## config.mk

```make
export PLATFORM = sky130hd
export DESIGN_NAME = pic_ack_sequencer_flat
export DESIGN_NICKNAME = d
export VERILOG_FILES = /design/src/rtl/pic_ack_sequencer_pkg.sv /design/src/rtl/pic_ack_sequencer_if.sv /design/src/rtl/pic_ack_sequencer_priority_resolver.sv /design/src/rtl/pic_ack_sequencer.sv /design/src/flat_wrapper.sv
export SDC_FILE = /design/constraint.sdc
export NUM_CORES = 1
export LEC_CHECK = 0
export CAP_MARGIN = 5
export CORE_AREA = 4 4 60 62
export CTS_BUF_LIST = sky130_fd_sc_hd__clkbuf_4 sky130_fd_sc_hd__clkbuf_8
export CTS_CLUSTER_DIAMETER = 150
export DETAILED_ROUTE_END_ITERATION = 7
export DIE_AREA = 0 0 64 66
export DONT_BUFFER_PORTS = 1
export PLACE_DENSITY = 0.73
export SETUP_SLACK_MARGIN = 0.4
export SLEW_MARGIN = 20
export SYNTH_ARGS = -nofsm -noshare
export SYNTH_HDL_FRONTEND = slang
export SYNTH_SLANG_ARGS = --single-unit
```

## constraint.sdc

```tcl
create_clock -name clk -period 2.6 [get_ports clk]
set_input_delay 0.78 -clock clk [delete_from_list [all_inputs] [get_ports clk]]
set_output_delay 0.78 -clock clk [all_outputs]
set_load 0.05 [all_outputs]
```

## src/rtl/pic_ack_sequencer_pkg.sv

```systemverilog
// pic_pkg: shared types and helpers for the PIC acknowledge sequencer.
//   ack_state_e  : INTA handshake states (IDLE/ACK1/WAIT2/ACK2)
//   NUM_IR/LVL_W : 8 interrupt lines, 3-bit level
//   SPURIOUS_LVL : level reported when an acknowledge finds nothing eligible
//   lowest_set() : lowest set bit index plus valid flag (bit 0 = highest priority)
package pic_pkg;

  localparam int unsigned NUM_IR = 8;
  localparam int unsigned LVL_W  = 3;

  typedef logic [NUM_IR-1:0] vec_t;
  typedef logic [LVL_W-1:0]  lvl_t;

  localparam lvl_t SPURIOUS_LVL = 3'd7;

  typedef enum logic [1:0] {
    IDLE  = 2'd0,
    ACK1  = 2'd1,
    WAIT2 = 2'd2,
    ACK2  = 2'd3
  } ack_state_e;

  typedef struct packed {
    logic valid;
    lvl_t lvl;
  } lowest_t;

  function automatic lowest_t lowest_set(input vec_t v);
    lowest_t r;
    r.valid = 1'b0;
    r.lvl   = '0;
    for (int unsigned i = 0; i < NUM_IR; i++) begin
      if (!r.valid && v[lvl_t'(i)]) begin
        r.valid = 1'b1;
        r.lvl   = lvl_t'(i);
      end
    end
    return r;
  endfunction

  function automatic vec_t lvl_onehot(input lvl_t lvl);
    return vec_t'(1) << lvl;
  endfunction

endpackage

```

## src/rtl/pic_ack_sequencer_if.sv

```systemverilog
// pic_ack_sequencer_if: CPU-side acknowledge bus of the PIC.
//   inta_n    : CPU acknowledge strobe, active low (driven by CPU)
//   int_o     : interrupt request to the CPU
//   data_o    : interrupt vector byte
//   data_oe_o : data bus drive enable
// Modports: master = CPU side, slave = PIC (pic_ack_sequencer).
interface pic_ack_sequencer_if;
  logic       inta_n;
  logic       int_o;
  logic [7:0] data_o;
  logic       data_oe_o;

  modport master (
    output inta_n,
    input  int_o,
    input  data_o,
    input  data_oe_o
  );

  modport slave (
    input  inta_n,
    output int_o,
    output data_o,
    output data_oe_o
  );
endinterface

```

## src/rtl/pic_ack_sequencer_priority_resolver.sv

```systemverilog
// pic_priority_resolver: combinational fully-nested priority resolution.
//   irr     in  8 : pending request vector (bit 0 highest priority)
//   isr     in  8 : in-service vector
//   lvl_o   out 3 : lowest set request level
//   valid_o out 1 : that level outranks every in-service level
// Driving isr with zero turns this into a plain lowest-set-bit finder.
module pic_priority_resolver
  import pic_pkg::*;
(
  input  vec_t irr,
  input  vec_t isr,
  output lvl_t lvl_o,
  output logic valid_o
);

  lowest_t req;
  lowest_t srv;

  always_comb begin
    req     = lowest_set(irr);
    srv     = lowest_set(isr);
    lvl_o   = req.lvl;
    valid_o = req.valid && (!srv.valid || (req.lvl < srv.lvl));
  end

endmodule

```

## src/rtl/pic_ack_sequencer.sv

```systemverilog
// pic_ack_sequencer: CPU-side responder of an 8259-style PIC.
// Resolves priority of irr against the owned ISR, raises int_o, runs the
// two-pulse INTA handshake, presents {vector_base, lvl} during the second
// pulse and retires in-service levels on EOI.
// Ports:
//   clk, rst_n        : clock, asynchronous active-low reset
//   irr               : masked pending requests (bit 0 highest priority)
//   vector_base       : vector bits T7..T3
//   eoi_i             : one-cycle EOI pulse
//   eoi_specific_i    : 1 = specific EOI of eoi_level_i, 0 = non-specific
//   eoi_level_i       : level retired by a specific EOI
//   aeoi_i            : auto-EOI select (only with PIC_AEOI_EN)
//   freeze_o          : hold request register sample during acknowledge
//   clear_irr_o       : one-cycle one-hot clear of the acknowledged request
//   isr_o             : in-service register
//   cpu               : inta_n / int_o / data_o / data_oe_o bus
// Build option: define PIC_AEOI_EN to add aeoi_i and auto-EOI on ACK2 exit.
module pic_ack_sequencer
  import pic_pkg::*;
(
  input  logic                 clk,
  input  logic                 rst_n,
  input  vec_t                 irr,
  input  logic [4:0]           vector_base,
  input  logic                 eoi_i,
  input  logic                 eoi_specific_i,
  input  lvl_t                 eoi_level_i,
`ifdef PIC_AEOI_EN
  input  logic                 aeoi_i,
`endif
  output logic                 freeze_o,
  output vec_t                 clear_irr_o,
  output vec_t                 isr_o,
  pic_ack_sequencer_if.slave   cpu
);

  ack_state_e state_q, state_d;
  logic       inta_q, inta_d;
  logic       int_q, int_d;
  logic       freeze_q, freeze_d;
  vec_t       clear_q, clear_d;
  vec_t       isr_q, isr_d;
  logic [7:0] data_q, data_d;
  logic       data_oe_q, data_oe_d;
  lvl_t       lvl_q, lvl_d;
  logic       spurious_q, spurious_d;

  lvl_t elig_lvl;
  logic elig_valid;
  lvl_t isr_low_lvl;
  logic isr_low_valid;

  logic inta_fall;
  logic inta_rise;
  vec_t set_mask;
  vec_t eoi_mask;
  vec_t aeoi_mask;

  pic_priority_resolver u_req_resolver (
    .irr     (irr),
    .isr     (isr_q),
    .lvl_o   (elig_lvl),
    .valid_o (elig_valid)
  );

  // Same resolver with an empty ISR yields the lowest in-service level.
  pic_priority_resolver u_eoi_resolver (
    .irr     (isr_q),
    .isr     ('0),
    .lvl_o   (isr_low_lvl),
    .valid_o (isr_low_valid)
  );

  assign inta_fall = inta_q && !cpu.inta_n;
  assign inta_rise = !inta_q && cpu.inta_n;

  always_comb begin
    state_d    = state_q;
    inta_d     = cpu.inta_n;
    int_d      = 1'b0;
    freeze_d   = freeze_q;
    clear_d    = '0;
    data_d     = data_q;
    data_oe_d  = data_oe_q;
    lvl_d      = lvl_q;
    spurious_d = spurious_q;
    set_mask   = '0;
    aeoi_mask  = '0;

    unique case (state_q)
      IDLE: begin
        int_d = elig_valid && !inta_fall;
        if (inta_fall) begin
          state_d  = ACK1;
          freeze_d = 1'b1;
          if (elig_valid) begin
            lvl_d      = elig_lvl;
            spurious_d = 1'b0;
            clear_d    = lvl_onehot(elig_lvl);
            set_mask   = lvl_onehot(elig_lvl);
          end else begin
            lvl_d      = SPURIOUS_LVL;
            spurious_d = 1'b1;
          end
        end
      end
      ACK1: begin
        if (inta_rise) state_d = WAIT2;
      end
      WAIT2: begin
        if (inta_fall) begin
          state_d   = ACK2;
          data_oe_d = 1'b1;
          data_d    = {vector_base, lvl_q};
        end
      end
      ACK2: begin
        if (inta_rise) begin
          state_d   = IDLE;
          data_oe_d = 1'b0;
          freeze_d  = 1'b0;
`ifdef PIC_AEOI_EN
          if (aeoi_i && !spurious_q) aeoi_mask = lvl_onehot(lvl_q);
`endif
        end
      end
      default: state_d = IDLE;
    endcase

    // EOI target comes from the pre-update ISR; OR-ing the set mask last
    // lets a same-cycle acknowledge win over a clear of that bit.
    eoi_mask = '0;
    if (eoi_i) begin
      if (eoi_specific_i)     eoi_mask = lvl_onehot(eoi_level_i);
      else if (isr_low_valid) eoi_mask = lvl_onehot(isr_low_lvl);
    end
    isr_d = (isr_q & ~eoi_mask & ~aeoi_mask) | set_mask;
  end

  // inta_q resets low so an INTA held low across reset is not seen as a
  // fall; only a fresh high-to-low edge starts a handshake.
  always_ff @(posedge clk or negedge rst_n) begin
    if (!rst_n) begin
      state_q    <= IDLE;
      inta_q     <= 1'b0;
      int_q      <= 1'b0;
      freeze_q   <= 1'b0;
      clear_q    <= '0;
      isr_q      <= '0;
      data_q     <= '0;
      data_oe_q  <= 1'b0;
      lvl_q      <= '0;
      spurious_q <= 1'b0;
    end else begin
      state_q    <= state_d;
      inta_q     <= inta_d;
      int_q      <= int_d;
      freeze_q   <= freeze_d;
      clear_q    <= clear_d;
      isr_q      <= isr_d;
      data_q     <= data_d;
      data_oe_q  <= data_oe_d;
      lvl_q      <= lvl_d;
      spurious_q <= spurious_d;
    end
  end

  assign freeze_o      = freeze_q;
  assign clear_irr_o   = clear_q;
  assign isr_o         = isr_q;
  assign cpu.int_o     = int_q;
  assign cpu.data_o    = data_q;
  assign cpu.data_oe_o = data_oe_q;

endmodule

```

## src/flat_wrapper.sv

```systemverilog
// flat-port wrapper written by rule: the top's interface ports become plain ports
module pic_ack_sequencer_flat import pic_pkg::*;
  (clk, rst_n, irr, vector_base, eoi_i, eoi_specific_i, eoi_level_i, freeze_o, clear_irr_o, isr_o, cpu_inta_n, cpu_int_o, cpu_data_o, cpu_data_oe_o);
  pic_ack_sequencer_if cpu_i ();
  input  logic clk;
  input  logic rst_n;
  input  vec_t irr;
  input  logic [4:0] vector_base;
  input  logic eoi_i;
  input  logic eoi_specific_i;
  input  lvl_t eoi_level_i;
  output logic freeze_o;
  output vec_t clear_irr_o;
  output vec_t isr_o;
  input wire logic [$bits(cpu_i.inta_n)-1:0] cpu_inta_n;
  output wire logic [$bits(cpu_i.int_o)-1:0] cpu_int_o;
  output wire logic [$bits(cpu_i.data_o)-1:0] cpu_data_o;
  output wire logic [$bits(cpu_i.data_oe_o)-1:0] cpu_data_oe_o;
  assign cpu_i.inta_n = cpu_inta_n;
  assign cpu_int_o = cpu_i.int_o;
  assign cpu_data_o = cpu_i.data_o;
  assign cpu_data_oe_o = cpu_i.data_oe_o;
  pic_ack_sequencer u_core (.clk(clk), .rst_n(rst_n), .irr(irr), .vector_base(vector_base), .eoi_i(eoi_i), .eoi_specific_i(eoi_specific_i), .eoi_level_i(eoi_level_i), .freeze_o(freeze_o), .clear_irr_o(clear_irr_o), .isr_o(isr_o), .cpu(cpu_i));
endmodule
```

### After elaboration in Yosys (flattened, before gate mapping)

Index checks and enable logic that the tools add are counted.

* bits in registers: 33
* word-level logic and storage cells: 101

* magnitude comparators: 1
* equal/unequal tests: 7
* shift operators: 3
* muxes and demuxes: 33
* bitwise operators: 3
* reduce and logical (&&, ||, !) cells: 45

Operators by type and width (number)
* two-way mux 4 bit: 16
* two-way mux 8 bit: 6
* left shift 1 x 3 -> 8 bit (first input constant): 3
* logical AND 1 bit: 18
* zero test 1 bit: 18
* bitwise AND 8 bit: 1
* two-way mux 2 bit: 4
* != test 2 x 1 -> 1 bit (second input constant): 4
* NOT 8 bit: 1
* bitwise OR 8 bit: 1
* one-hot mux 2 bit (4 select lines): 1
* AND reduction 3 bit: 2
* == test 2 bit (second input constant): 2
* one-hot mux 1 bit (2 select lines): 2
* AND reduction 2 bit: 2
* AND reduction 4 bit: 1
* nonzero test 2 bit: 2
* less-than comparator 3 bit: 1
* two-way mux 1 bit: 3
* two-way mux 3 bit: 1
* == test 2 x 1 -> 1 bit (second input constant): 1
* zero test 2 bit: 1
* logical OR 1 bit: 1

### Depth between registers and ports, before layout

Gate-level depths: netlist (run 1).

* word-level depth: 29
* gate-level depth with buffers: 8
* depth with buffers taken out: 8

### Cells and area by module

Synthesis (run 1) repeated with hierarchy kept, for this count alone.

* cell total of the unflattened synthesis: 205
* area, all modules: 1948.1 µm²

Modules (own cells, without submodules)
* pic_ack_sequencer: instances 1, cells each 133, area each 1492.7 µm²
* pic_priority_resolver: instances 2, cells each 36, area each 227.7 µm²

### Least setup slack after synthesis (run 1)

Ideal clock, no wire load.

* path kind: in2reg
* from: input port irr[1]
* to: register u_core.lvl_q[0]
* setup time: 0.126 ns
* arrival: 2.420 ns
* setup slack: 0.054 ns
* stages on the path: 8
* cell sequence: nor2_1 > nand2_1 > nor2_1 > ha_1 > a21boi_1 > a32oi_1 > a21oi_1 > o32a_1

* cells in the longest elaborated chain, start to end: 24

Ends and longest elaborated chain
* start: declaration: RTL line flat_wrapper.sv:7 `input vec_t irr;`
* logical AND 1 bit (*): RTL line pic_ack_sequencer_pkg.sv:33 `if (!r.valid && v[lvl_t'(i)]) begin`
* two-way mux 4 bit (*): RTL line pic_ack_sequencer_pkg.sv:33
* zero test 1 bit: RTL line pic_ack_sequencer_pkg.sv:33
* logical AND 1 bit: RTL line pic_ack_sequencer_pkg.sv:33
* two-way mux 4 bit (*): RTL line pic_ack_sequencer_pkg.sv:33
* zero test 1 bit: RTL line pic_ack_sequencer_pkg.sv:33
* logical AND 1 bit: RTL line pic_ack_sequencer_pkg.sv:33
* two-way mux 4 bit (*): RTL line pic_ack_sequencer_pkg.sv:33
* (+8 left out)
* two-way mux 4 bit (*): RTL line pic_ack_sequencer_pkg.sv:33
* zero test 1 bit: RTL line pic_ack_sequencer_pkg.sv:33
* logical AND 1 bit: RTL line pic_ack_sequencer_pkg.sv:33
* two-way mux 4 bit (*): RTL line pic_ack_sequencer_pkg.sv:33
* less-than comparator 3 bit: RTL line pic_ack_sequencer_priority_resolver.sv:23 `valid_o = req.valid && (!srv.valid || (req.lvl < srv.lvl));`
* logical OR 1 bit: RTL line pic_ack_sequencer_priority_resolver.sv:23
* logical AND 1 bit: RTL line pic_ack_sequencer_priority_resolver.sv:23
* two-way mux 3 bit (*): RTL line pic_ack_sequencer.sv:96 `if (elig_valid) begin`
* end signal: assignment: RTL line pic_ack_sequencer.sv:163 `lvl_q <= lvl_d;`
* end: declaration: RTL line pic_ack_sequencer.sv:45 `lvl_t lvl_q, lvl_d;`

Mark *: on every way between the ends. The rest lies on a longest branch, timed or not.
A chain may end at the register's enable or synchronous reset.

### Final worst setup path (run 1)

* from: register u_core.isr_q[5], in the netlist u_core.isr_o[5]
* to: register u_core.lvl_q[0]

* cells in the longest elaborated chain, start to end: 12

Ends and longest elaborated chain
* start: declaration: RTL line pic_ack_sequencer.sv:42 `vec_t isr_q, isr_d;`
* start signal: assignment: RTL line pic_ack_sequencer.sv:160 `isr_q <= isr_d;`
* logical AND 1 bit (*): RTL line pic_ack_sequencer_pkg.sv:33
* two-way mux 4 bit (*): RTL line pic_ack_sequencer_pkg.sv:33
* zero test 1 bit: RTL line pic_ack_sequencer_pkg.sv:33
* logical AND 1 bit: RTL line pic_ack_sequencer_pkg.sv:33
* two-way mux 4 bit (*): RTL line pic_ack_sequencer_pkg.sv:33
* zero test 1 bit: RTL line pic_ack_sequencer_pkg.sv:33
* logical AND 1 bit: RTL line pic_ack_sequencer_pkg.sv:33
* two-way mux 4 bit (*): RTL line pic_ack_sequencer_pkg.sv:33
* less-than comparator 3 bit or zero test 1 bit (tied branches): RTL line pic_ack_sequencer_priority_resolver.sv:23
* logical OR 1 bit (*): RTL line pic_ack_sequencer_priority_resolver.sv:23
* logical AND 1 bit (*): RTL line pic_ack_sequencer_priority_resolver.sv:23
* two-way mux 3 bit (*): RTL line pic_ack_sequencer.sv:96

Marked as above.

==> results.json, run 1 <==
{
  "status": "complete, no violations",
  "rows": 20,
  "critPathRequiredTime_ps": 2840,
  "worstMarginPinSlew_ps": 673.2,
  "seqPwrFrac_pct": 44.3,
  "pin_count": 48,
  "ys_seq_elements": 33,
  "first_iter_violations": 88,
  "period_share_pct": 83.76,
  "hold_viol_final": 0,
  "syn_area_sq_um": 1770,
  "p_per_area_nw_per_um2": 1201,
  "gp_congestion": 0.9044,
  "cts_tree": "built",
  "critPathTopFamily": "compound AO/OA/AOI/OAI gates",
  "clock_path_buffers": 2,
  "worstPathMaxFanout": 5,
  "synth.avg_cell_area_sq_um": 10.00,
  "grt_max_degree": 34,
  "viasPerCell": 6.374,
  "grt-ovfl-total": 0,
  "worstSetupPathType": "flip-flop to flip-flop",
  "grt_pass1_wl_mm": 7.314,
  "die_h_microns": 66,
  "drv_cap": 0,
  "tns_ps": 0,
  "synth_top_area_share_pct": 46.64,
  "arrival_ps": 2420,
  "clock_sinks": 33,
  "synthTopCellsByArea": "dfrtp_1 (47%), mux2_2 (5.1%), nor2_1 (4.5%)",
  "layout_setup_ws_ps": 422.3,
  "crit_chain": "or4_4 -> nand2_4 -> ha_4 -> a21boi_2 -> a32oi_2 -> a21oi_2 -> o32a_1",
  "postLayoutCoreUtil_pct": 67.11,
  "setup-violations-final": 0,
  "critPathMaxStageDelay_ps": 560,
  "synthesis.nets": 203,
  "vias": 1517,
  "internal_power_mw": 1.207,
  "htreeDepth": 2,
  "synth.distinct_cells": 49,
  "die_w_microns": 64,
  "antennaDiodeCount": 0,
  "cts_buffers": 5,
  "area_delta_synth_final_pct": 14.77,
  "layout-drive-gt1-share_pct": 23.71,
  "critPathSlowestCell": "or4_4",
  "insertion_delay_ps": 340,
  "fillers": 225,
  "cts_root_buf": "clkbuf_4",
  "core_sq_um": 3028,
  "path_buf_inv": 0,
  "crit_path_end_kind": "flip-flop",
  "wirelength_mm": 4.482,
  "grt_setup_unrepaired": "yes",
  "finalMaxSlewViolations": 0,
  "max-vdd-ir-drop_mv": 0.5935,
  "leakage_nw": 0.8399,
  "ant_nets": 0,
  "power_frac_clock_pct": 11.5,
  "fin_nets": 219,
  "die_area_sq_um": 4224,
  "timing.hold.ws_ps": 112.8,
  "p_sw_mw": 1.232,
  "synth_top_cell_by_area": "dfrtp_1",
  "route.detailed.drc": 0,
  "synthCells": 177,
  "port_buffers": 0,
  "min_path_type": "input port to async pin",
  "yosys_warnings": 0,
  "max_freq_mhz": 459.2,
  "p_sw_share_pct": 50.51,
  "slew_headroom_pct": 54.65,
  "pre_cts_ws_ps": 185.5,
  "clkSlewWorstSetupHoldPaths_ps": 110,
  "skew_ps": 14.32,
  "pwr-share-comb_pct": 44.2,
  "critPathLaunchType": "flip-flop",
  "wl_per_cell_microns": 18.83,
  "yosysSeqAreaShare_pct": 46.64,
  "period_minus_slack_ps": 2178,
  "total_power_mw": 2.440,
  "grt_use_total_pct": 22.92,
  "first_global_vias": 1484,
  "dp_hpwl_mm": 3.377,
  "initial_core_util_pct": 58.47,
  "antenna_found_initial": 0,
  "drtPass1Iterations": 4
}
## worst reg2reg max path: stages, from the launching register on
cell and delay (ps):
dfrtp_2 420, or4_4 560, nand2_4 80, ha_4 210, a21boi_2 160, a32oi_2 250
a21oi_2 100, o32a_1 300
## synthesized netlist by cell type (all sizes together)
library cell / count
a211oi: 1
a21boi: 3
a21o: 1
a21oi: 8
a221o: 2
a221oi: 1
a22oi: 1
a31oi: 1
a32oi: 1
and2: 2
and3b: 1
and4b: 1
buf: 1
clkbuf: 1
dfrtp: 33
ha: 5
inv: 8
mux2: 8
nand2: 13
nand2b: 4
nand3: 3
nand3b: 1
nand4: 3
nand4b: 2
nor2: 21
nor2b: 1
nor3: 4
nor3b: 2
nor4: 4
nor4b: 1
nor4bb: 1
o21ai: 17
o21bai: 1
o221ai: 3
o22a: 2
o22ai: 3
o311ai: 1
o31a: 2
o31ai: 4
o32a: 1
or2: 1
or3: 1
or4: 2
## power groups by stage
stage | clock network [mW] | registers [mW] | logic [mW]
3_3_place_gp | 0 | 1.09 | 0.962
5_1_grt | 0.314 | 1.10 | 1.16
6_report | 0.281 | 1.08 | 1.08
4_1_cts | 0.291 | 1.08 | 1.04
2_1_floorplan | 0 | 1.17 | 0.674
3_5_place_dp | 0 | 1.09 | 1.02
## placed cells by master, fill, tap and decap left out, types with 3 or more instances in the layout
cell type  count
dfrtp_1       29
nor2_1        19
o21ai_0       13
nand2_1       12
buf_4         11
inv_1          8
mux2_2         8
a21oi_1        7
clkbuf_4       5
nand2b_1       4
o31ai_1        4
nor3_1         4
ha_1           4
dfrtp_2        4
o221ai_1       3
o21ai_1        3
nand3_1        3
o22ai_1        3
## final timing paths
path                                  from         endpoint  slack, ps  cells past startpoint
hold / removal                       rst_n  u_core.isr_o[5]        110                      0
setup reg to reg           u_core.isr_o[5]  u_core.lvl_q[0]        420                      7
hold reg to reg            u_core.lvl_q[0]  u_core.lvl_q[0]        530                      1
max in group asynchronous            rst_n  u_core.isr_o[7]       2400                      0
setup / recovery           u_core.isr_o[5]  u_core.lvl_q[0]        420                      7
min in group clk                cpu_inta_n    u_core.inta_q        460                      0
## flip-flops by register name, summed over array words and instances, names as in the netlist
name / cells
u_core.clear_irr_o: 8
u_core.state_q: 2
u_core.cpu.data_oe_o: 1
u_core.inta_q: 1
u_core.freeze_o: 1
u_core.lvl_q: 3
u_core.cpu.int_o: 1
u_core.cpu.data_o: 8
u_core.isr_o: 8
## layout make-up
class                   instances  area (sq um)  share of cell area, %
multi-input cells             134         978.4                  48.15
clock buffers                   5         37.54                  1.847
well taps                      44         55.05                  2.709
inverters                       8         30.03                  1.478
clock inverters                 3         17.52                 0.8621
repair buffers                 11         82.58                  4.064
flip-flops and latches         33         830.8                  40.89
## through the flow
step                cell area (sq um)  cells
CTS                              2024    237
global route                     2032    238
detailed placement               1957    228
floorplan                        1843    177
global placement                 1957    228
finish                           2032    238
## kinds of logic (layout without fill, tap and decap cells)
logic type / count (synthesis) / after routing / share of synthesized area (%)
compound gates: 53 / 53 / 21.06
fa+ha+maj: 5 / 5 / 3.534
buf+inv: 10 / 27 / 2.190
flops: 33 / 33 / 46.64
mux: 8 / 8 / 5.089
simple gates: 68 / 68 / 21.48
## repair_timing
action,in CTS,in global routing
pin swaps,3,2
hold buffers,0,0
hold endpoints to repair,0,0
gates resized for setup,1,0
setup endpoints to repair,1,9
setup buffers,1,1
## metal layers
metal	vias to the layer above	GRT usage, %	part of all wire, %
met1	738	30.59	44
met3	13	7.143	7.4
met2	70	34.84	47
li1	696	-	-
met4	0	8.625	1.8
met5	-	0	0
Note: power is estimated with default switching activity, not from simulation.
==> inputs of run 2 (changes only) <==
--- a/config.mk
+++ b/config.mk
@@ -12,7 +12,7 @@
 export DETAILED_ROUTE_END_ITERATION = 7
 export DIE_AREA = 0 0 64 66
 export DONT_BUFFER_PORTS = 1
-export PLACE_DENSITY = 0.73
+export PLACE_DENSITY = 0.76
 export SETUP_SLACK_MARGIN = 0.4
 export SLEW_MARGIN = 20
 export SYNTH_ARGS = -nofsm -noshare
==> constraint.sdc (replaced) <==
create_clock -name clk -period 1.8 [get_ports clk]
set_input_delay 0.54 -clock clk [delete_from_list [all_inputs] [get_ports clk]]
set_output_delay 0.54 -clock clk [all_outputs]
set_load 0.05 [all_outputs]
==> results.json, run 2 (synthesis gave the netlist of run 1 again) <==
{
  "insertion_delay_ps": 360,
  "tns_ps": -5666,
  "grt_pass1_wl_mm": 8.466,
  "initial_core_util_pct": 58.47,
  "reg2regPathDepth": 8,
  "vias": 1741,
  "cts_root_buf": "clkbuf_4",
  "wirelength_mm": 5.766,
  "die_w_microns": 64,
  "max-vdd-ir-drop_mv": 1.045,
  "drtPass1Iterations": 4,
  "layout-drive-gt1-share_pct": 51.54,
  "clock_path_buffers": 2,
  "timing.rr.end": "u_core.lvl_q[1]",
  "core_sq_um": 3028,
  "grt-ovfl-total": 0,
  "grt_setup_unrepaired": "yes",
  "gp_congestion": 0.9151,
  "critPathRequiredTime_ps": 2040,
  "fillers": 147,
  "wl_per_cell_microns": 21.28,
  "grt_use_total_pct": 26.54,
  "arrival_ps": 2430,
  "setup-violations-final": 20,
  "pre_cts_ws_ps": -419.9,
  "min_path_type": "input port to async pin",
  "grt_max_degree": 34,
  "leakage_nw": 1.030,
  "violations": "negative hold slack, negative setup slack",
  "met1_usage_pct": 29.65,
  "period_share_pct": 121.6,
  "max_freq_mhz": 456.7,
  "fin_nets": 252,
  "grtUsageMet3_pct": 6.973,
  "htreeDepth": 2,
  "first_iter_violations": 125,
  "ant_nets": 0,
  "port_buffers": 0,
  "layout_setup_ws_ps": -389.7,
  "die_area_sq_um": 4224,
  "first_global_vias": 1750,
  "drv_cap": 0,
  "reg2reg_slack_ps": -390,
  "worstSetupPathType": "flip-flop to flip-flop",
  "skew_ps": 13.80,
  "postLayoutCoreUtil_pct": 83.84,
  "critPathLaunchType": "flip-flop",
  "pin_count": 48,
  "hold_viol_final": 4,
  "final_cell_mix": "buf_4 (28), dfrtp_2 (22), nor2_1 (17)",
  "cts_tree": "built",
  "slew_headroom_pct": 48.78,
  "viasPerCell": 6.424,
  "clock_sinks": 33,
  "antenna_found_initial": 0,
  "r2r-start": "u_core.isr_o[5]",
  "status": "finished, violations left",
  "route.detailed.drc": 0,
  "timing.hold.ws_ps": -3.634,
  "area_delta_synth_final_pct": 43.39,
  "clkSlewWorstSetupHoldPaths_ps": 110,
  "worstPathMaxFanout": 3,
  "cts_buffers": 5,
  "finalMaxSlewViolations": 0,
  "busiest_layer": "met2",
  "die_h_microns": 66,
  "layout_commonest_cell": "buf_4",
  "crit_path_end_kind": "flip-flop",
  "rows": 20,
  "p_per_area_nw_per_um2": 1782,
  "dp_hpwl_mm": 3.719,
  "grt_use_met2_pct": 46.06,
  "worstMarginPinSlew_ps": 760.3,
  "period_minus_slack_ps": 2190,
  "antennaDiodeCount": 0
}
[run 2: cell count changes in the layout (fill, tap and decap cells not counted), moves of 4 or more]
cell	change
buf_6	+10
buf_4	+17
buf_12	+4
dfrtp_2	+18
ha_1	-4
dfrtp_1	-18
[run 2: per-stage QoR]
stage	hold WS [ps]	total power [mW]	std cells	area, sq um
after floorplan	244.4	2.723	177	1841
after global placement	245.3	3.183	249	2112
after detailed placement	245.3	3.307	249	2112
after CTS	11.62	4.138	265	2402
after global routing	-5.085	4.700	271	2539
final	-3.634	4.525	271	2539
[run 2: how the worst max path moves through the flow]
| stage | startpoint | to | slack [ps] | cells past startpoint |
|---|---|---|---|---|
| 2_1_floorplan | u_core.isr_o[5] | u_core.lvl_q[0] | -480 | 7 |
| 3_3_place_gp | irr[6] | u_core.lvl_q[0] | -330 | 7 |
| 3_5_place_dp | irr[6] | u_core.lvl_q[1] | -420 | 7 |
| 4_1_cts | u_core.isr_o[5] | u_core.lvl_q[0] | -370 | 7 |
| 5_1_grt | u_core.isr_o[5] | u_core.lvl_q[2] | -430 | 8 |
| 6_report | u_core.isr_o[5] | u_core.lvl_q[1] | -390 | 8 |
[run 2: worst max-delay path: stages, from the launching register on]
cell      delay (ps)
dfrtp_2          430
or4_4            560
nand2_4          100
ha_4             200
a21boi_4         150
a32oi_4          230
buf_4            170
a31oi_4           40
o22a_1           190
[run 2: area by class of cell]
class | count | area, sq um | area share [%]
multi-input combinational | 134 | 1112 | 43.81
sequential | 33 | 853.3 | 33.61
timing repair buffer | 44 | 432.9 | 17.05
tap | 44 | 55.05 | 2.169
clock buffer | 5 | 37.54 | 1.479
inverter | 8 | 30.03 | 1.183
clock inverter | 3 | 17.52 | 0.6900
[run 2: timing repair]
action                                 in CTS  in global routing
setup endpoints to repair                  57                 56
buffers inserted                            7                  6
hold buffers                                1                  0
pin swaps                                   8                  2
gates resized for setup                    53                 18
endpoints found under the hold margin      33                  0
[run 2: routing by layer]
| metal | vias to the layer above | part of all wire, % | wire (microns) |
|---|---|---|---|
| met1 | 858 | 39 | 2244 |
| met3 | 19 | 7.7 | 445 |
| met2 | 102 | 50 | 2903 |
| met5 | - | 0 | 0 |
| met4 | 0 | 3.0 | 172 |
| li1 | 762 | - | - |
[run 2: power by group]
| group | switching (mW) | leakage, nW | internal, mW |
|---|---|---|---|
| registers | 0.595 | 0.386 | 0.978 |
| logic | 1.33 | 0.613 | 1.20 |
| clock network | 0.273 | 0.0310 | 0.147 |
| total | 2.20 | 1.03 | 2.33 |
==> inputs of run 3 (changes only) <==
--- a/config.mk
+++ b/config.mk
@@ -8,7 +8,6 @@
 export CAP_MARGIN = 5
 export CORE_AREA = 4 4 60 62
 export CTS_BUF_LIST = sky130_fd_sc_hd__clkbuf_4 sky130_fd_sc_hd__clkbuf_8
-export CTS_CLUSTER_DIAMETER = 150
 export DETAILED_ROUTE_END_ITERATION = 7
 export DIE_AREA = 0 0 64 66
 export DONT_BUFFER_PORTS = 1
==> results of run 3 <==
Final layout, timing and power as in run 2 (identical DEF).
